File: src/rtl/mem_access_unit_pkg.sv
// Shared encodings for the data-memory access unit: access sizes, FSM states
// and the alignment rule used by the misalignment trap.
package mem_access_unit_pkg;

   localparam logic [1:0] SZ_BYTE = 2'b00;
   localparam logic [1:0] SZ_HALF = 2'b01;
   localparam logic [1:0] SZ_WORD = 2'b10;

   typedef enum logic [2:0] {
      ST_IDLE   = 3'd0,
      ST_LOAD   = 3'd1,
      ST_STORE  = 3'd2,
      ST_RMW_RD = 3'd3,
      ST_RMW_WR = 3'd4
   } state_t;

   // Size must already be normalised (2'b11 folded onto SZ_WORD).
   function automatic logic is_misaligned(input logic [1:0] size, input logic [1:0] offset);
      return ((size == SZ_HALF) && offset[0]) ||
             ((size == SZ_WORD) && (offset != 2'b00));
   endfunction

endpackage

File: src/rtl/mem_lane_align.sv
// Combinational lane steering for a 32-bit little-endian word: load extract
// with sign/zero extension, and subword merge of store data into a word.
module mem_lane_align
   import mem_access_unit_pkg::*;
(
   input  logic [31:0] word,
   input  logic [1:0]  offset,
   input  logic [1:0]  size,
   input  logic        sign,
   input  logic [31:0] wdata,
   output logic [31:0] load_data,
   output logic [31:0] store_data
);

   logic [7:0]  byte_sel;
   logic [15:0] half_sel;

   always_comb begin
      case (offset)
         2'd0:    byte_sel = word[7:0];
         2'd1:    byte_sel = word[15:8];
         2'd2:    byte_sel = word[23:16];
         default: byte_sel = word[31:24];
      endcase
      half_sel = offset[1] ? word[31:16] : word[15:0];
      case (size)
         SZ_BYTE: load_data = {{24{sign & byte_sel[7]}}, byte_sel};
         SZ_HALF: load_data = {{16{sign & half_sel[15]}}, half_sel};
         default: load_data = word;
      endcase
   end

   // Each byte lane is either kept from the word or replaced by the matching store byte.
   generate
      for (genvar gi = 0; gi < 4; gi++) begin : g_lane
         logic       hit;
         logic [7:0] src;
         always_comb begin
            case (size)
               SZ_BYTE: begin
                  hit = (offset == 2'(gi));
                  src = wdata[7:0];
               end
               SZ_HALF: begin
                  hit = (offset[1] == 1'(gi / 2));
                  src = ((gi % 2) == 1) ? wdata[15:8] : wdata[7:0];
               end
               default: begin
                  hit = 1'b1;
                  src = wdata[8*gi +: 8];
               end
            endcase
         end
         assign store_data[8*gi +: 8] = hit ? src : word[8*gi +: 8];
      end
   endgenerate

endmodule

File: src/rtl/mem_access_unit.sv
// Data-memory initiator: byte/half/word loads and stores, subword stores via read-modify-write.
// Optional MEM_ACCESS_MISALIGN_TRAP_EN: trap misaligned accesses instead of aligning them down.
module mem_access_unit
   import mem_access_unit_pkg::*;
#(
   parameter int ADDR_W = 10,
   parameter int DATA_W = 32
) (
   input  logic              Clk,
   input  logic              Reset,
   input  logic              Req,
   input  logic              We,
   input  logic [1:0]        Size,
   input  logic              Sign,
   input  logic [31:0]       Addr,
   input  logic [DATA_W-1:0] Wdata,
   output logic [DATA_W-1:0] Rdata,
   output logic              Done,
   output logic              Busy,
   output logic              AddrErr,
   output logic [ADDR_W-1:0] MemA,
   output logic [DATA_W-1:0] MemD,
   output logic              MemWrite,
   output logic              MemToReg,
   input  logic [DATA_W-1:0] MemRdata
);

   state_t            state_reg;
   logic [ADDR_W+1:0] addr_reg;
   logic [1:0]        size_reg;
   logic              sign_reg;
   logic [31:0]       wdata_reg;
   logic [31:0]       merge_reg;
   logic [31:0]       rdata_reg;
   logic              done_reg;
   logic [1:0]        size_norm;
   logic [1:0]        offset_in;
   logic [31:0]       load_data;
   logic [31:0]       merge_data;
   logic              unused_addr_bits;

   assign unused_addr_bits = &{1'b0, Addr[31:ADDR_W+2]};

   always_comb begin
      size_norm = (Size == 2'b11) ? SZ_WORD : Size;
      offset_in = Addr[1:0];
      if (size_norm == SZ_HALF)
         offset_in[0] = 1'b0;
      else if (size_norm == SZ_WORD)
         offset_in = 2'b00;
   end

   // Memory data is combinational, so the merged word is formed while reading and held for the write.
   mem_lane_align u_align (
      .word       (MemRdata),
      .offset     (addr_reg[1:0]),
      .size       (size_reg),
      .sign       (sign_reg),
      .wdata      (wdata_reg),
      .load_data  (load_data),
      .store_data (merge_data)
   );

`ifdef MEM_ACCESS_MISALIGN_TRAP_EN
   logic addr_err_reg;
   assign AddrErr = addr_err_reg;
`else
   assign AddrErr = 1'b0;
`endif

   always_ff @(posedge Clk or posedge Reset) begin
      if (Reset) begin
         state_reg <= ST_IDLE;
         addr_reg  <= '0;
         size_reg  <= SZ_WORD;
         sign_reg  <= 1'b0;
         wdata_reg <= '0;
         merge_reg <= '0;
         rdata_reg <= '0;
         done_reg  <= 1'b0;
`ifdef MEM_ACCESS_MISALIGN_TRAP_EN
         addr_err_reg <= 1'b0;
`endif
      end else begin
         done_reg <= 1'b0;
`ifdef MEM_ACCESS_MISALIGN_TRAP_EN
         addr_err_reg <= 1'b0;
`endif
         case (state_reg)
            ST_IDLE: begin
               if (Req) begin
`ifdef MEM_ACCESS_MISALIGN_TRAP_EN
                  if (is_misaligned(size_norm, Addr[1:0])) begin
                     done_reg     <= 1'b1;
                     addr_err_reg <= 1'b1;
                  end else
`endif
                  begin
                     addr_reg  <= {Addr[ADDR_W+1:2], offset_in};
                     size_reg  <= size_norm;
                     sign_reg  <= Sign;
                     wdata_reg <= Wdata;
                     if (!We)
                        state_reg <= ST_LOAD;
                     else if (size_norm == SZ_WORD)
                        state_reg <= ST_STORE;
                     else
                        state_reg <= ST_RMW_RD;
                  end
               end
            end
            ST_LOAD: begin
               rdata_reg <= load_data;
               done_reg  <= 1'b1;
               state_reg <= ST_IDLE;
            end
            ST_STORE: begin
               done_reg  <= 1'b1;
               state_reg <= ST_IDLE;
            end
            ST_RMW_RD: begin
               merge_reg <= merge_data;
               state_reg <= ST_RMW_WR;
            end
            ST_RMW_WR: begin
               done_reg  <= 1'b1;
               state_reg <= ST_IDLE;
            end
            default: state_reg <= ST_IDLE;
         endcase
      end
   end

   assign Rdata    = rdata_reg;
   assign Done     = done_reg;
   assign Busy     = (state_reg != ST_IDLE);
   assign MemA     = addr_reg[ADDR_W+1:2];
   assign MemD     = (state_reg == ST_RMW_WR) ? merge_reg : wdata_reg;
   assign MemWrite = !Reset && ((state_reg == ST_STORE) || (state_reg == ST_RMW_WR));
   assign MemToReg = !Reset && ((state_reg == ST_LOAD) || (state_reg == ST_RMW_RD));

endmodule
File: config.mk
export PLATFORM = sky130hd
export DESIGN_NAME = mem_access_unit
export DESIGN_NICKNAME = d
export VERILOG_FILES = /design/src/rtl/mem_access_unit_pkg.sv /design/src/rtl/mem_lane_align.sv /design/src/rtl/mem_access_unit.sv
export SDC_FILE = /design/constraint.sdc
export NUM_CORES = 1
export LEC_CHECK = 0
export CORE_MARGIN = 2
export CORE_UTILIZATION = 53
export CTS_BUF_LIST = sky130_fd_sc_hd__clkbuf_2 sky130_fd_sc_hd__clkbuf_4 sky130_fd_sc_hd__clkbuf_8
export DETAILED_ROUTE_END_ITERATION = 16
export GPL_TIMING_DRIVEN = 0
export PLACE_DENSITY_LB_ADDON = 0.15
export SLEW_MARGIN = 20
export SYNTH_ARGS = -nofsm -noshare
export SYNTH_HDL_FRONTEND = slang
export SYNTH_SLANG_ARGS = --single-unit
File: constraint.sdc
create_clock -name Clk -period 7.8 [get_ports Clk]
set_clock_uncertainty 0.05 [all_clocks]
set_input_delay 1.17 -clock Clk [delete_from_list [all_inputs] [get_ports Clk]]
set_output_delay 1.17 -clock Clk [all_outputs]
set_load 0.03 [all_outputs]
Word-level counts from Yosys, hierarchy flattened
Index checks and enable logic that the tools add are counted.
{"block": "totals", "regBits": 115, "inputBits": 103, "out_inout_bits": 79, "elab_cells": 59}
{"block": "op_classes", "eq_ne": 12, "muxes": 24, "bitwise_logic": 3, "n_reduce_logical": 12}
{"operator": "32-bit case mux with 2 select lines", "n": 1}
{"operator": "8-bit two-way mux", "n": 6}
{"operator": "32-bit two-way mux", "n": 1}
{"operator": "8-bit case mux with 3 select lines", "n": 1}
{"operator": "16-bit two-way mux", "n": 1}
{"operator": "8-bit case mux with 2 select lines", "n": 1}
{"operator": "2-bit == test (second input constant)", "n": 4}
{"operator": "1-bit case mux with 2 select lines", "n": 4}
{"operator": "2-bit by 1-bit == test with 1-bit output (second input constant)", "n": 3}
{"operator": "3-bit by 2-bit == test with 1-bit output (second input constant)", "n": 2}
{"operator": "2-bit two-way mux", "n": 3}
{"operator": "3-bit case mux with 2 select lines", "n": 1}
{"operator": "2-bit zero test", "n": 2}
{"operator": "1-bit two-way mux", "n": 4}
{"operator": "3-bit by 1-bit == test with 1-bit output (second input constant)", "n": 1}
{"operator": "3-bit == test (second input constant)", "n": 1}
{"operator": "3-bit zero test", "n": 1}
{"operator": "3-bit two-way mux", "n": 1}
{"operator": "3-bit nonzero test", "n": 1}
{"operator": "3-bit OR reduction", "n": 1}
{"operator": "1-bit bitwise AND", "n": 2}
{"operator": "1-bit logical AND", "n": 2}
{"operator": "1-bit logical OR", "n": 2}
{"operator": "2-bit != test (second input constant)", "n": 1}
{"operator": "4 further kinds", "n": 4}

Depth between registers and ports, before layout
{"block": "depth", "depth_word": 7, "depth_mapped": 8, "mapped_depth_nobuf": 5}

Hierarchy
A second synthesis with hierarchy kept.
{"block": "unflattened", "hier_cells": 513, "area_unflattened_um2": 6578.8}
{"module": "mem_access_unit", "n_inst": 1, "cells_each": 303, "area_each_um2": 4828.4, "seq_area_each_um2": 2879.0}
{"module": "mem_lane_align", "n_inst": 1, "cells_each": 210, "area_each_um2": 1750.4, "seq_area_each_um2": 0.0}

Least setup slack after synthesis
Ideal clock, no wire load.
{"block": "synth_timing", "path_kind": "input-to-output", "start": "in Reset", "end": "out MemWrite", "t_arrival_ps": 1851, "t_required_ps": 6580, "setup_slack_ps": 4729, "cell_stages": 1, "path_buffers": 0, "cell_sequence": "nor3_1"}
{"block": "synth_via", "elab_chain_len": 2}
{"element": "start: declaration", "line_no": "mem_access_unit.sv:10", "rtl": "input logic Reset,"}
{"element": "1-bit zero test", "line_no": "mem_access_unit.sv:139", "rtl": "assign MemWrite = !Reset && ((state_reg == ST_STORE) || (state_reg == ST_RMW_WR));"}
{"element": "1-bit logical AND", "line_no": "mem_access_unit.sv:139"}
{"element": "end: declaration", "line_no": "mem_access_unit.sv:23", "rtl": "output logic MemWrite,"}
Every way passes these cells.

Worst setup path in the final report
{"block": "layout_timing", "start": "reg state_reg[1]", "end": "out MemD[9]"}
{"block": "layout_via", "elab_chain_len": 2}
{"element": "start: declaration", "line_no": "mem_access_unit.sv:28", "rtl": "state_t state_reg;"}
{"element": "start signal: assignment", "line_no": "mem_access_unit.sv:73", "rtl": "state_reg <= ST_IDLE;"}
{"element": "start signal: assignment", "line_no": "mem_access_unit.sv:104", "rtl": "state_reg <= ST_LOAD;"}
{"element": "start signal: assignment", "line_no": "mem_access_unit.sv:106", "rtl": "state_reg <= ST_STORE;"}
{"element": "3-bit == test", "line_no": "mem_access_unit.sv:138", "rtl": "assign MemD = (state_reg == ST_RMW_WR) ? merge_reg : wdata_reg;"}
{"element": "32-bit two-way mux", "line_no": "mem_access_unit.sv:138"}
{"element": "end: declaration", "line_no": "mem_access_unit.sv:22", "rtl": "output logic [DATA_W-1:0] MemD,"}
Every way passes these cells.

==> run_results.csv <==
group,metric,value,unit
power_and_ir_drop,powerDensity,291,nW/um^2
status,outcome,"complete, no violations",
clock_network,root_buffer,"clkbuf_8",
timing,finalHoldViolations,0,
synthesis,synth_warnings,0,
layout,area_growth,35.5,%
layout,n_antenna_cell,0,
setup_path,r2r_start,"size_reg[1]$_DFFE_PP1P_",
timing,timing.fmax,249,MHz
setup_path,cp.depth,5,
drt,route.top_layer_used,"met4",
floorplan,pin_count,182,
setup_path,r2r_cells,5,
synthesis,yosysSeqAreaShare,47.1,%
synthesis,yosysTopAreaCell,"dfrtp_1",
drt,dr.pass1.iters,7,
timing,timing.final.crit_share,51.4,%
synthesis,synthArstFlopShare,100,%
clock_network,cts_setup_buffers,0,
drt,drt-total-wl,18900,um
synthesis,syn_inst,656,
layout,drive_gt1_share,16.5,%
clock_network,htree_levels,4,
setup_path,crit_start,"state_reg[1]$_DFFE_PP0P_",
power_and_ir_drop,swShare,38.6,%
global_routing,antenna_found_initial,0,
global_routing,overflow,0,
timing,setup_viol,0,
drt,via_per_inst,5.64,
layout,stdcell_count,991,
setup_path,crit_family,"buffers and inverters",
timing,fin_crit,4010,ps
global_routing,grt_usage,31.1,%
power_and_ir_drop,ir_worst_vdd,0.208,mV
floorplan,floorplan.die_area,12400,um^2
power_and_ir_drop,leakagePower,3.85,nW
synthesis,avgSynthCellArea,9.32,um^2
min_path,min_path_type,"reg -> reg",
global_routing,grt_pass1_vias,5583,
flow_run,max_cap_violations,0,
power_and_ir_drop,clkPwrFrac,21.1,%
timing,rsz0062_at_grt,"no",
clock_network,cts_buffer_depth,2,
drt,vias,5585,
drt,wl_met1,7900,um
clock_network,path_clk_slew,70,ps
setup_path,critPathSlowestCell,"clkdlybuf4s50_1",
global_routing,grt_first_pass_wirelength,30100,um
clock_network,clk_latency,440,ps
placed_design,dpl.cell_count,960,
clock_network,tritoncts,"built",
setup_path,arrival,2790,ps
drt,wl_met2,9260,um
floorplan,dieHeight,111,um
synthesis,synth_top_area_share,46.6,%
setup_path,endpoint_kind,"output pin",
timing,max_slew_margin,58.0,%
synthesis,syn-num-nets,759,
drt,wl_met3,1420,um
floorplan,num_rows,39,
clock_network,cts_sinks,115,
layout,final_cell_mix,"206 x nand2_1, 160 x clkdlybuf4s50_1, 114 x dfrtp_1, 48 x mux2_2, 42 x mux2i_1",
synthesis,synthTopCellsByArea,"dfrtp_1 47%, nand2_1 13%, mux2_2 8.8%",
clock_network,cts_buffers,17,
synthesis,synth_edf_count,0,
power_and_ir_drop,internal_power,0.00148,W
drt,routedWlPerCell,19.1,um
clock_network,cts_hold_repair.buffers,0,
setup_path,required,6580,ps
timing,drv_slew,0,
timing,worst_pin_slew,630,ps
drt,ant_nets,0,
setup_path,path_class,"reg -> out",
floorplan,core_area,11300,um^2
setup_path,timing.rr.end,"merge_reg[16]$_DFFE_PP0P_",
placed_design,gp_congestion,0.926,
placed_design,dp_hpwl,14200,um
clock_network,post_cts_resized,0,
floorplan,fp.dieW,111,um
power_and_ir_drop,seqPwrFrac,37.4,%
drt,drt_iter0_markers,450,
timing,fin_tns_setup,0,ps
power_and_ir_drop,combPwrFrac,41.5,%
global_routing,grt_max_degree,70,
layout,fin_nets,939,
setup_path,r2r_slack,5910,ps
synthesis,synth_flop_cell,"dfrtp_1",
placed_design,portBuffers,160,
setup_path,max_stage_delay,610,ps
setup_path,crit_chain,"buf_2, nor3b_2, buf_4, mux2_2, clkdlybuf4s50_1",
setup_path,critPathLaunchType,"register",
setup_path,crit_path_max_fanout,10,
synthesis,ys_types,50,
layout,final_common_cell,"nand2_1",
synthesis,netlist_area,6120,um^2
setup_path,crit_path_end,"MemD[9]",
power_and_ir_drop,power.switching,0.000932,W
setup_path,path_buf_inv,3,
floorplan,initial_utilization,54.0,%
drt,drcViolationCount,0,
synthesis,ys_ff_latch,115,
metrics by stage:
stage / util [%] / cell area [um^2] / hold WS [ps] / power (W) / setup slack [ps]
after floorplan: - / 6120 / 394 / 0.00151 / 3540
after global placement: 69.8 / 7900 / 409 / 0.00187 / 1890
after detailed placement: 70.0 / 7930 / 415 / 0.00191 / 3970
after CTS: 73.2 / 8290 / 432 / 0.00242 / 3780
after global routing: 73.2 / 8290 / 463 / 0.00254 / 3670
final: 73.2 / 8290 / 433 / 0.00241 / 3790
synth_stat cells, types with 3 or more instances:
| library cell | instances |
|---|---|
| clkbuf_1 | 13 |
| mux2i_1 | 42 |
| nor2_1 | 21 |
| o21ai_1 | 20 |
| a22oi_1 | 14 |
| dfrtp_1 | 114 |
| buf_2 | 18 |
| inv_1 | 5 |
| a221oi_1 | 6 |
| o21ai_0 | 21 |
| a21o_1 | 3 |
| nand3_1 | 33 |
| buf_4 | 20 |
| buf_6 | 4 |
| mux2_2 | 48 |
| nand2_1 | 206 |
| o211ai_1 | 8 |
| o2bb2ai_1 | 6 |
| a21oi_1 | 18 |
power by group through the flow:
| stage | combinational (W) | clock, W | sequential (W) |
|---|---|---|---|
| final | 0.00100 | 0.000509 | 0.000902 |
| after global routing | 0.00107 | 0.000542 | 0.000921 |
| after CTS | 0.00100 | 0.000514 | 0.000897 |
| after detailed placement | 0.000998 | 0 | 0.000908 |
| after global placement | 0.000974 | 0 | 0.000894 |
| after floorplan | 0.000523 | 0 | 0.000984 |
cell families (layout without fill, tap and decap cells):
| kind of cell | Yosys count | in the layout | share of synthesized area (%) |
|---|---|---|---|
| compound gates | 106 | 106 | 11.6 |
| xor+xnor | 2 | 2 | 0.286 |
| buf+inv | 63 | 255 | 5.97 |
| flops | 115 | 115 | 47.1 |
| mux | 91 | 91 | 16.1 |
| other cells | 1 | 1 | 0.0613 |
| simple gates | 278 | 278 | 18.9 |
layer usage:
layer  vias up  track usage [%]
li1       2587                -
met1      2721             41.9
met4         0             9.14
met5         -                0
met3        30             6.59
met2       247             51.1
worst min path at each step:
stage	startpoint	cells after the start	endpoint
floorplan	merge_reg[3]$_DFFE_PP0P_	2	merge_reg[3]$_DFFE_PP0P_
detailed placement	addr_reg[9]$_DFFE_PP0P_	2	addr_reg[9]$_DFFE_PP0P_
global route	merge_reg[1]$_DFFE_PP0P_	2	merge_reg[1]$_DFFE_PP0P_
finish	addr_reg[9]$_DFFE_PP0P_	2	addr_reg[9]$_DFFE_PP0P_
global placement	merge_reg[7]$_DFFE_PP0P_	2	merge_reg[7]$_DFFE_PP0P_
CTS	addr_reg[9]$_DFFE_PP0P_	2	addr_reg[9]$_DFFE_PP0P_
worst register-to-register path, cell delays in order (launching register included):
cell and delay [ps]:
dfstp_2 540, buf_4 200, buf_2 320, mux2_2 380
mux2i_1 160, o21ai_1 100
layout make-up:
type / instances / area (um^2)
sequential: 115 / 2880
clock buffer: 20 / 269
multi-input combinational: 478 / 2870
buffer: 57 / 343
tap: 143 / 179
timing repair buffer: 161 / 1630
clock inverter: 11 / 87.6
fill: 884 / 3040
inverter: 6 / 27.5
(Power assumes the default switching activity.)
